<file path="src/rtl/ones_density_monitor.sv">
// Two-stage pipelined population count for lane data, with a per-window ones total
// and low/high density flags latched each time a window of WINDOW valid words closes.
module ones_density_monitor #(
  parameter int WIDTH  = 64,
  parameter int WINDOW = 64,
  localparam int CW  = $clog2(WIDTH + 1),
  localparam int WSW = $clog2(WIDTH * WINDOW + 1)
) (
  input  logic           clk,
  input  logic           rst,
  input  logic [WIDTH-1:0] din,
  input  logic           din_valid,
  input  logic           clear,
  input  logic [WSW-1:0] thresh_lo,
  input  logic [WSW-1:0] thresh_hi,
  output logic [CW-1:0]  count,
  output logic           count_valid,
  output logic [WSW-1:0] win_sum,
  output logic           win_valid,
  output logic           win_low,
  output logic           win_high
);

  localparam int G   = (WIDTH + 5) / 6;
  localparam int PW  = G * 6;
  localparam int WCW = (WINDOW > 1) ? $clog2(WINDOW) : 1;

  function automatic logic [2:0] csa63(input logic [5:0] b);
    logic [2:0] s;
    s = '0;
    for (int i = 0; i < 6; i++) s = s + {2'b00, b[i]};
    return s;
  endfunction

  logic [PW-1:0]  din_pad;
  logic [2:0]     grp_p1 [G];
  logic           vld_p1;
  logic [CW-1:0]  tree_sum;
  logic [WSW-1:0] acc;
  logic [WSW-1:0] acc_next;
  logic [WCW-1:0] wcnt;
  logic           win_close;

  assign din_pad = PW'(din);

  // Stage 1: 6:3 compression of each zero-padded group
  always_ff @(posedge clk) begin
    for (int g = 0; g < G; g++) begin
      if (din_valid) grp_p1[g] <= csa63(din_pad[6*g +: 6]);
    end
  end

  always_ff @(posedge clk) begin
    if (rst) vld_p1 <= 1'b0;
    else     vld_p1 <= din_valid & ~clear;
  end

  // Stage 2: adder tree over the group sums; the total never exceeds WIDTH
  always_comb begin
    tree_sum = '0;
    for (int g = 0; g < G; g++) tree_sum = tree_sum + CW'(grp_p1[g]);
  end

  always_ff @(posedge clk) begin
    if (rst) begin
      count       <= '0;
      count_valid <= 1'b0;
    end else begin
      count_valid <= vld_p1 & ~clear;
      if (vld_p1 && !clear) count <= tree_sum;
    end
  end

  // Window accumulator: the closing word restarts acc/wcnt so back-to-back windows lose nothing
  assign acc_next  = acc + WSW'(count);
  assign win_close = count_valid && (wcnt == WCW'(WINDOW - 1));

  always_ff @(posedge clk) begin
    if (rst) begin
      acc       <= '0;
      wcnt      <= '0;
      win_sum   <= '0;
      win_valid <= 1'b0;
      win_low   <= 1'b0;
      win_high  <= 1'b0;
    end else begin
      win_valid <= 1'b0;
      if (clear) begin
        acc  <= '0;
        wcnt <= '0;
      end else if (win_close) begin
        acc       <= '0;
        wcnt      <= '0;
        win_sum   <= acc_next;
        win_valid <= 1'b1;
        win_low   <= (acc_next < thresh_lo);
        win_high  <= (acc_next > thresh_hi);
      end else if (count_valid) begin
        acc  <= acc_next;
        wcnt <= wcnt + 1'b1;
      end
    end
  end

endmodule

</file>
<file path="config.mk">
export PLATFORM = sky130hd
export DESIGN_NAME = ones_density_monitor
export DESIGN_NICKNAME = d
export VERILOG_FILES = /design/src/rtl/ones_density_monitor.sv
export SDC_FILE = /design/constraint.sdc
export NUM_CORES = 1
export LEC_CHECK = 0
export BUFFER_PORTS_ARGS = -buffer_cell sky130_fd_sc_hd__buf_2
export CAP_MARGIN = 20
export CORE_MARGIN = 10
export CORE_UTILIZATION = 50
export CTS_CLUSTER_SIZE = 20
export DETAILED_ROUTE_END_ITERATION = 6
export PLACE_DENSITY = 0.82
export SLEW_MARGIN = 20
export SYNTH_ARGS = -nofsm -noshare
export SYNTH_HDL_FRONTEND = slang
export SYNTH_SLANG_ARGS = --single-unit
</file>
<file path="constraint.sdc">
create_clock -name clk -period 4.2 [get_ports clk]
set_clock_uncertainty 0.15 [all_clocks]
set_input_delay 0.84 -clock clk [delete_from_list [all_inputs] [get_ports clk]]
set_output_delay 0.84 -clock clk [all_outputs]
set_load 0.005 [all_outputs]
</file>
==> results_dict.tcl, run 1 <==
set metrics [dict create \
    status "finished, violations left" \
    violations "setup timing" \
    crit_path_max_incr_delay_ps 530 \
    tightestPinTransition_ps 787 \
    vdd_drop_max_v 0.000945 \
    wl_um 12100 \
    numCtsBuffers 9 \
    path_clk_slew_ps 80 \
    totalPowerFinal_mw 5.30 \
    fmax_mhz 226 \
    cp-start-kind "flop" \
    die-area_mm2 0.0157 \
    drv_slew 0 \
    diodes 0 \
    reg2reg_slack_ps -230 \
    portBuffers 117 \
    holdPathEnd "win_sum[3]" \
    yosysMostFrequentCell "inv_1" \
    grt_pass1_wl_um 20900 \
    dr.pass1.iters 4 \
    synth_commonest_cells "inv_1 (118), fa_1 (57), ha_1 (56), dfxtp_1 (44)" \
    ys_warn_count 0 \
    path_buf_inv 2 \
    ys_types 48 \
    power_density_mw_per_mm2 816 \
    die_height_um 125 \
    core_mm2 0.0108 \
    hold_class "flop to flop" \
    synth_edf_count 33 \
    synthCells 535 \
    ys_seq_area_frac 0.338 \
    finalSetupViolCount 4 \
    holdPathStages 2 \
    synth_area_per_cell_um2 10.4 \
    grt_pass1_vias 4532 \
    fin_tns_setup_ps -461 \
    clock_sinks 77 \
    ctsHoldBuffers 0 \
    worstPathMaxFanout 2 \
    hold_violations 0 \
    instances_no_fill 798 \
    globalplace.congestion 0.929 \
    fin_nets 860 \
    netlist_top_cells_area "fa_1 (21%), edfxtp_1 (18%), dfxtp_1 (16%), ha_1 (13%), inv_1 (8.0%)" \
    syn_nets 742 \
    crit_family "adder cells" \
    fin_area_mm2 0.00649 \
    drive_above_1_share 0.246 \
    drt-initial-drc-count 139 \
    route.vias.total 4070 \
    antenna_found_initial 0 \
    grt_usage 0.157 \
    cp.arrival_ps 4560 \
    rows 38 \
    htree_levels 3 \
    cp_cell_sequence "fa_1 > fa_1 > fa_1 > inv_2 > fa_1 > fa_1 > inv_1 > ha_2 > fa_2 > a21o_1 > a21oi_2 > xnor2_1 > nand2_1 > a21oi_1" \
    utilization 0.599 \
    maxSlewHeadroom 0.475 \
    r2r-start "grp_p1[5][1]" \
    rr_worst_depth 14 \
    drc 0 \
    pin_count 118 \
    area_growth_pct 17.0 \
    cp_slowest_cell "fa_1" \
    endpoint_kind "flop" \
    root_buffer "clkbuf_8" \
    placed_area_mm2 0.00626 \
    maxCapViolCount 0 \
    dp_hpwl_um 10100 \
    overflow 0 \
    hold_start "win_sum[3]" \
    ys.flop_type "dfxtp_1" \
    timing.hold.ws_ps 315 \
    dp_slack_ps -232 \
    fin_crit_ps 4430 \
    finalCritPeriodShare 1.06 \
    yosysTopAreaCell "fa_1" \
    dpl.cell_count 780 \
    p_leak_nw 3.18 \
    ys_ff_latch 77 \
    cts_tree "yes" \
    die_x_um 125 \
    grt_setup_unrepaired "yes" \
    start_util 0.512 \
    async_flop_share 0 \
    finalWorstSetupSlack_ps -233 \
    viasPerCell 5.10 \
    clk_path_buf_depth 2 \
    synth_top_area_share 0.206 \
    cpMostUsedCell "fa_1" \
    required_ps 4330 \
    insertion_delay_ps 360 \
    routedWlPerCell_um 15.2 \
    drtAntennaViolNets 0 \
    grt_max_degree 35 \
    reg2reg_to "count[5]" \
    critical_path_class "flop to flop" \
    synth_area_mm2 0.00555 \
]
repair_timing:
action | in CTS | in global routing
setup buffers | 2 | 0
gates resized for setup | 6 | 3
pin swaps | 11 | 3
cloned | 0 | 0
setup endpoints to repair | 4 | 5
endpoints found under the hold margin | 0 | 0
placed cells by master (no fill, tap or decap), drive strengths merged, types with 15 or more instances in the layout:
cell,n
fa,57
nor2,25
dfxtp,44
buf,121
edfxtp,33
ha,56
inv,121
nand2,34
a21oi,27
xnor2,15
final cells by class:
| cell class | instances | area (um^2) |
|---|---|---|
| fill | 891 | 4350 |
| multi-input combinational | 326 | 3200 |
| timing repair buffer | 121 | 619 |
| tap | 140 | 175 |
| inverter | 118 | 443 |
| sequential | 77 | 1870 |
| clock buffer | 9 | 124 |
| clock inverter | 7 | 56.3 |
layer usage:
| metal | GRT usage | part of all wire | up-vias |
|---|---|---|---|
| li1 | - | - | 1970 |
| met1 | 0.177 | 0.40 | 1958 |
| met5 | 0 | 0 | - |
| met2 | 0.285 | 0.53 | 129 |
| met4 | 0.0305 | 0.0093 | 0 |
| met3 | 0.0477 | 0.064 | 13 |
registers in the layout (all words and copies together) (netlist names):
register and cells:
wcnt 6, win_sum 13, win_valid 1, grp_p1 33, win_low 1, count 7, win_high 1, acc 13
count_valid 1, vld_p1 1
tightest hold or removal path, stage by stage (launching register included):
cell and delay (ps):
dfxtp_1 320, nand2_1 50, a21oi_1 50
worst max path at each step:
stage | start | to | slack (ps) | cells after the start
CTS | grp_p1[0][1] | count[5] | -250 | 14
global route | grp_p1[0][1] | count[5] | -440 | 14
global placement | grp_p1[0][1] | count[5] | -130 | 14
finish | grp_p1[5][1] | count[5] | -230 | 14
floorplan | grp_p1[0][1] | count[5] | -70 | 14
detailed placement | grp_p1[1][1] | count[5] | -230 | 16
logic make-up (layout without fill, tap and decap cells):
logic type | after synthesis | count (layout) | share of synthesized area
buffers and inverters | 132 | 255 | 0.0930
adders and majority gates | 113 | 113 | 0.332
and+or+nand+nor | 112 | 112 | 0.103
DFF | 77 | 77 | 0.338
AOI/OAI and AO/OA | 72 | 72 | 0.0866
xor gates and xnor gates | 23 | 23 | 0.0363
muxes | 6 | 6 | 0.0111
power breakdown:
group	switching, mW	internal, mW
combinational	1.86	1.97
sequential	0.0533	0.893
clock	0.298	0.221
(Power assumes the default switching activity.)
==> inputs of run 2 (changes only) <==
--- a/config.mk
+++ b/config.mk
@@ -8,10 +8,10 @@
 export BUFFER_PORTS_ARGS = -buffer_cell sky130_fd_sc_hd__buf_2
 export CAP_MARGIN = 20
 export CORE_MARGIN = 10
-export CORE_UTILIZATION = 50
+export CORE_UTILIZATION = 27
 export CTS_CLUSTER_SIZE = 20
 export DETAILED_ROUTE_END_ITERATION = 6
-export PLACE_DENSITY = 0.82
+export PLACE_DENSITY = 0.52
 export SLEW_MARGIN = 20
 export SYNTH_ARGS = -nofsm -noshare
 export SYNTH_HDL_FRONTEND = slang
==> run 2 against run 1 <==
Net effect:
- maximum frequency is 1.1% higher
- the run still ends with setup timing left
- combinational power is 8.4% lower
- largest power group unchanged
- sequential power hardly changed
- setup slack better by 49 ps
==> results_dict.tcl, run 2 (same netlist as run 1, synthesis figures left out) <==
set metrics [dict create \
    status "finished, violations left" \
    violations "setup timing" \
    layout_commonest_cell "buf_2" \
    power_density_mw_per_mm2 772 \
    reg2reg_to "count[5]" \
    grt_pass1_wl_um 20500 \
    worstPathMaxFanout 2 \
    die_height_um 163 \
    antenna_found_initial 0 \
    pin_count 118 \
    clock_sinks 77 \
    maxSlewHeadroom 0.507 \
    rr_worst_depth 14 \
    drtAntennaViolNets 0 \
    p_leak_nw 3.24 \
    start_util 0.274 \
    grt_usage 0.0952 \
    drive_above_1_share 0.250 \
    cp.arrival_ps 4500 \
    insertion_delay_ps 340 \
    fin_tns_setup_ps -310 \
    final_cell_mix "buf_2 (117), inv_1 (113), ha_1 (54)" \
    fmax_mhz 228 \
    diodes 0 \
    fin_nets 862 \
    top_regs "grp_p1 x33, acc x13, win_sum x13" \
    finalWorstSetupSlack_ps -184 \
    numCtsBuffers 9 \
    wl_um 12100 \
    n_fill_cell 2099 \
    overflow 0 \
    rows 52 \
    reg2reg_slack_ps -180 \
    grt_max_degree 35 \
    drt-initial-drc-count 144 \
    path_clk_slew_ps 60 \
    timing.hold.ws_ps 304 \
    finalSetupViolCount 3 \
    hold_class "flop to flop" \
    finalCritPeriodShare 1.04 \
    cp-start-kind "flop" \
    core_mm2 0.0202 \
    holdPathEnd "win_sum[2]" \
    tightestPinTransition_ps 740 \
    routedWlPerCell_um 13.1 \
    largest_register "grp_p1" \
    globalplace.congestion 0.783 \
    hold_violations 0 \
    dr.pass1.iters 4 \
    maxCapViolCount 0 \
    ctsHoldBuffers 0 \
    critical_path_class "flop to flop" \
    grt_pass1_vias 4256 \
    fin_crit_ps 4380 \
    drv_slew 0 \
    vdd_drop_max_v 0.00108 \
    grt_setup_unrepaired "yes" \
    holdPathStages 2 \
    clk_path_buf_depth 2 \
    hold_start "win_sum[2]" \
    largest_reg_flops 33 \
    route.vias.total 3843 \
    root_buffer "clkbuf_16" \
    drc 0 \
    area_growth_pct 22.2 \
    r2r-start "grp_p1[4][1]" \
    required_ps 4320 \
    cts_tree "yes" \
    htree_levels 3 \
    viasPerCell 4.13 \
    portBuffers 117 \
    dp_hpwl_um 9980 \
    endpoint_kind "flop" \
    die-area_mm2 0.0267 \
    die_x_um 163 \
]
## run 2: changes by cell type in the layout (fill, tap and decap cells not counted), sizes merged
cell      before  now
clkinv         2    4
bufinv         0    1
buf          121  123
inv          121  119
clkinvlp       2    1
## run 2: what timing repair did
item,4_1_cts,5_1_grt
setup buffers,1,1
setup endpoints to repair,4,5
pin swaps,21,8
endpoints found under the hold margin,0,0
gates resized for setup,7,4
## run 2: per-stage QoR
stage / util / instance area, um^2 / cells / power, mW / setup WS (ps)
floorplan: - / 5560 / 535 / 3.34 / -73.9
global placement: 0.318 / 6440 / 912 / 4.06 / -164
detailed placement: 0.318 / 6440 / 912 / 4.12 / -211
CTS: 0.334 / 6760 / 929 / 5.21 / -199
global route: 0.335 / 6770 / 930 / 5.81 / -343
finish: 0.335 / 6770 / 930 / 5.23 / -184
## run 2: power by group
| group | total, mW | internal, mW | switching (mW) |
|---|---|---|---|
| Sequential | 0.946 | 0.894 | 0.0521 |
| Combinational | 3.51 | 1.82 | 1.68 |
| Clock | 0.778 | 0.457 | 0.321 |
## run 2: worst max-delay path by stage
stage	slack (ps)	depth (start not counted)	end	start
after detailed placement	-210	13	count[6]	grp_p1[4][2]
after global routing	-340	14	count[5]	grp_p1[4][1]
after floorplan	-70	14	count[5]	grp_p1[0][1]
after CTS	-200	16	count[5]	grp_p1[7][1]
after global placement	-160	14	count[5]	grp_p1[0][1]
final	-180	14	count[5]	grp_p1[4][1]
## run 2: final cells by class
cell class,count,area (um^2),share of cell area
multi-input cells,326,3200,0.472
well taps,270,338,0.0499
clock buffers,9,225,0.0332
clock inverters,7,65.1,0.00960
inverters,118,443,0.0654
flip-flops and latches,77,1870,0.276
repair buffers,123,631,0.0931
## run 2: routing by layer
metal | wire (um) | vias to the layer above | share of wire | GRT usage
met3 | 955 | 9 | 0.079 | 0.0367
li1 | - | 1989 | - | -
met4 | 99 | 0 | 0.0082 | 0.0221
met5 | 0 | - | 0 | 0
met1 | 5720 | 1736 | 0.47 | 0.119
met2 | 5360 | 109 | 0.44 | 0.151
## run 2: critical path: stages, from the launching register on
cell and delay (ps):
edfxtp_1 400, fa_1 560, fa_1 440, fa_1 530, inv_2 40, fa_2 450
fa_1 480, inv_1 40, ha_2 190, fa_2 340, a21o_1 200, a21oi_2 140
xnor2_1 120, nand2_1 80, a21oi_2 150
==> inputs of run 3 (changes only) <==
--- a/config.mk
+++ b/config.mk
@@ -7,11 +7,13 @@
 export LEC_CHECK = 0
 export BUFFER_PORTS_ARGS = -buffer_cell sky130_fd_sc_hd__buf_2
 export CAP_MARGIN = 20
+export CELL_PAD_IN_SITES_DETAIL_PLACEMENT = 0
+export CELL_PAD_IN_SITES_GLOBAL_PLACEMENT = 1
 export CORE_MARGIN = 10
 export CORE_UTILIZATION = 27
 export CTS_CLUSTER_SIZE = 20
 export DETAILED_ROUTE_END_ITERATION = 6
-export PLACE_DENSITY = 0.52
+export PLACE_DENSITY = 0.62
 export SLEW_MARGIN = 20
 export SYNTH_ARGS = -nofsm -noshare
 export SYNTH_HDL_FRONTEND = slang
==> run 3 against run 2 <==
Net effect:
- the flow still finishes with violations (setup timing)
- clock power is 1% higher
- global-route usage is 0.40 points higher
- worst hold slack better by 9.3 ps
- flip-flop and latch count stayed put
- first-iteration DRC count is 2.1% lower
- sequential share of layout area is 0.11 points lower
- power is 2.0% higher
- wire length is 3.5% higher
- largest cell class unchanged
- largest power group unchanged
- highest routed layer unchanged
==> results_dict.tcl, run 3 (same netlist as run 1, synthesis figures left out) <==
set metrics [dict create \
    cts_tree "yes" \
    cp_cell_sequence "fa_1 > fa_1 > fa_1 > inv_2 > fa_2 > fa_1 > inv_2 > ha_4 > fa_2 > a21o_1 > a21oi_2 > xnor2_1 > nand2_1 > a21oi_2" \
    crit_family "adder cells" \
    r2r-start "grp_p1[10][1]" \
    power_density_mw_per_mm2 785 \
    clock_sinks 77 \
    route.vias.total 3922 \
    seq_area_mm2 0.00187 \
    path_buf_inv 2 \
    grt_usage 0.0993 \
    fin_crit_ps 4370 \
    finalCritPeriodShare 1.04 \
    n_fill_cell 2065 \
    cpMostUsedCell "fa_1" \
    rows 52 \
    die_x_um 163 \
    grt_pass1_vias 4354 \
    drc 0 \
    layout_commonest_cell "buf_2" \
    clk_path_buf_depth 2 \
    drt-initial-drc-count 141 \
    maxSlewHeadroom 0.521 \
    finalWorstSetupSlack_ps -168 \
    grt_pass1_wl_um 21200 \
    hold_class "flop to flop" \
    pin_count 118 \
    worstPathMaxFanout 2 \
    reg2reg_slack_ps -170 \
    largest_register "grp_p1" \
    hold_start "win_sum[0]" \
    top_regs "grp_p1 x33, acc x13, win_sum x13" \
    htree_levels 3 \
    wl_um 12600 \
    hold_violations 0 \
    portBuffers 117 \
    die_height_um 163 \
    maxCapViolCount 0 \
    violations "setup timing" \
    path_clk_slew_ps 60 \
    cp_slowest_cell "fa_1" \
    antenna_found_initial 0 \
    routedWlPerCell_um 13.5 \
    root_buffer "clkbuf_16" \
    dp_hpwl_um 10500 \
    vdd_drop_max_v 0.000996 \
    globalplace.congestion 0.825 \
    crit_path_max_incr_delay_ps 580 \
    required_ps 4320 \
    die-area_mm2 0.0267 \
    final_cell_mix "buf_2 (117), inv_1 (114), fa_1 (55)" \
    area_growth_pct 22.6 \
    fin_area_mm2 0.00680 \
    core_mm2 0.0202 \
    largest_reg_flops 33 \
    p_leak_nw 3.24 \
    viasPerCell 4.22 \
    cp.arrival_ps 4480 \
    numCtsBuffers 9 \
    overflow 0 \
    status "finished, violations left" \
    drtAntennaViolNets 0 \
    start_util 0.274 \
    critical_path_class "flop to flop" \
    diodes 0 \
    ctsHoldBuffers 0 \
    fin_tns_setup_ps -395 \
    holdPathStages 2 \
    grt_setup_unrepaired "yes" \
    endpoint_kind "flop" \
    holdPathEnd "win_sum[0]" \
    grt_max_degree 35 \
    rr_worst_depth 14 \
    drive_above_1_share 0.252 \
    cp-start-kind "flop" \
    tightestPinTransition_ps 719 \
    insertion_delay_ps 340 \
    reg2reg_to "count[5]" \
    finalSetupViolCount 4 \
    dr.pass1.iters 4 \
    fmax_mhz 229 \
    drv_slew 0 \
    placed_area_mm2 0.00643 \
    fin_nets 862 \
    multi_input_area_mm2 0.00321 \
]
[run 3: changes by cell type in the layout (fill, tap and decap cells not counted), moves of 2 or more]
cell / change
buf_4: -2
buf_6: +2
clkinv_1: -2
clkinvlp_4: +2
fa_1: +2
fa_2: -2
[run 3: repair_timing]
action                                 in CTS  in global routing
buffers inserted                            1                  2
resized for setup                           3                 10
setup endpoints to repair                   4                  5
endpoints found under the hold margin       0                  0
pin swaps                                  16                 16
gates cloned                                0                  0
[run 3: per-layer routing]
| layer | vias up | global-route usage | wire, um |
|---|---|---|---|
| met5 | - | 0 | 0 |
| met4 | 0 | 0.0311 | 204 |
| met3 | 17 | 0.0393 | 1010 |
| met2 | 128 | 0.165 | 5910 |
| met1 | 1799 | 0.114 | 5440 |
| li1 | 1978 | - | - |
[run 3: final cells by class]
cell class / count / area share
clock buffers: 9 / 0.0331
clock inverters: 7 / 0.0107
inverters: 118 / 0.0651
multi-input cells: 326 / 0.472
flip-flops and latches: 77 / 0.275
well taps: 270 / 0.0497
repair buffers: 123 / 0.0938
[run 3: how the worst max path moves through the flow]
stage	from	endpoint	slack [ps]	cells past startpoint
6_report	grp_p1[10][1]	count[5]	-170	14
3_5_place_dp	grp_p1[0][1]	count[5]	-220	14
5_1_grt	grp_p1[10][1]	count[5]	-340	14
3_3_place_gp	grp_p1[0][1]	count[5]	-170	14
2_1_floorplan	grp_p1[0][1]	count[5]	-70	14
4_1_cts	grp_p1[1][1]	count[5]	-210	16
[run 3: power by group]
part | internal, mW | total, mW | switching (mW)
clock | 0.462 | 0.788 | 0.326
sequential | 0.894 | 0.944 | 0.0497
combinational | 1.88 | 3.60 | 1.72
[run 3: stage by stage]
step            util  power [mW]  setup slack, ps  hold slack [ps]  cells
6_report       0.336        5.34             -168              314    930
5_1_grt        0.336        6.01             -340              357    930
4_1_cts        0.333        4.94             -212              314    928
3_5_place_dp   0.318        4.03             -218              305    911
3_3_place_gp   0.318        4.00             -169              306    911
2_1_floorplan      -        3.34            -73.9              303    535
[run 3: worst reg2reg max path, cell delays in order, from the launching register on]
cell and delay (ps):
edfxtp_1 390, fa_1 580, fa_1 440, fa_1 530, inv_2 40, fa_2 440, fa_1 500, inv_2 50
ha_4 160, fa_2 350, a21o_1 170, a21oi_2 130, xnor2_1 130, nand2_1 80, a21oi_2 160
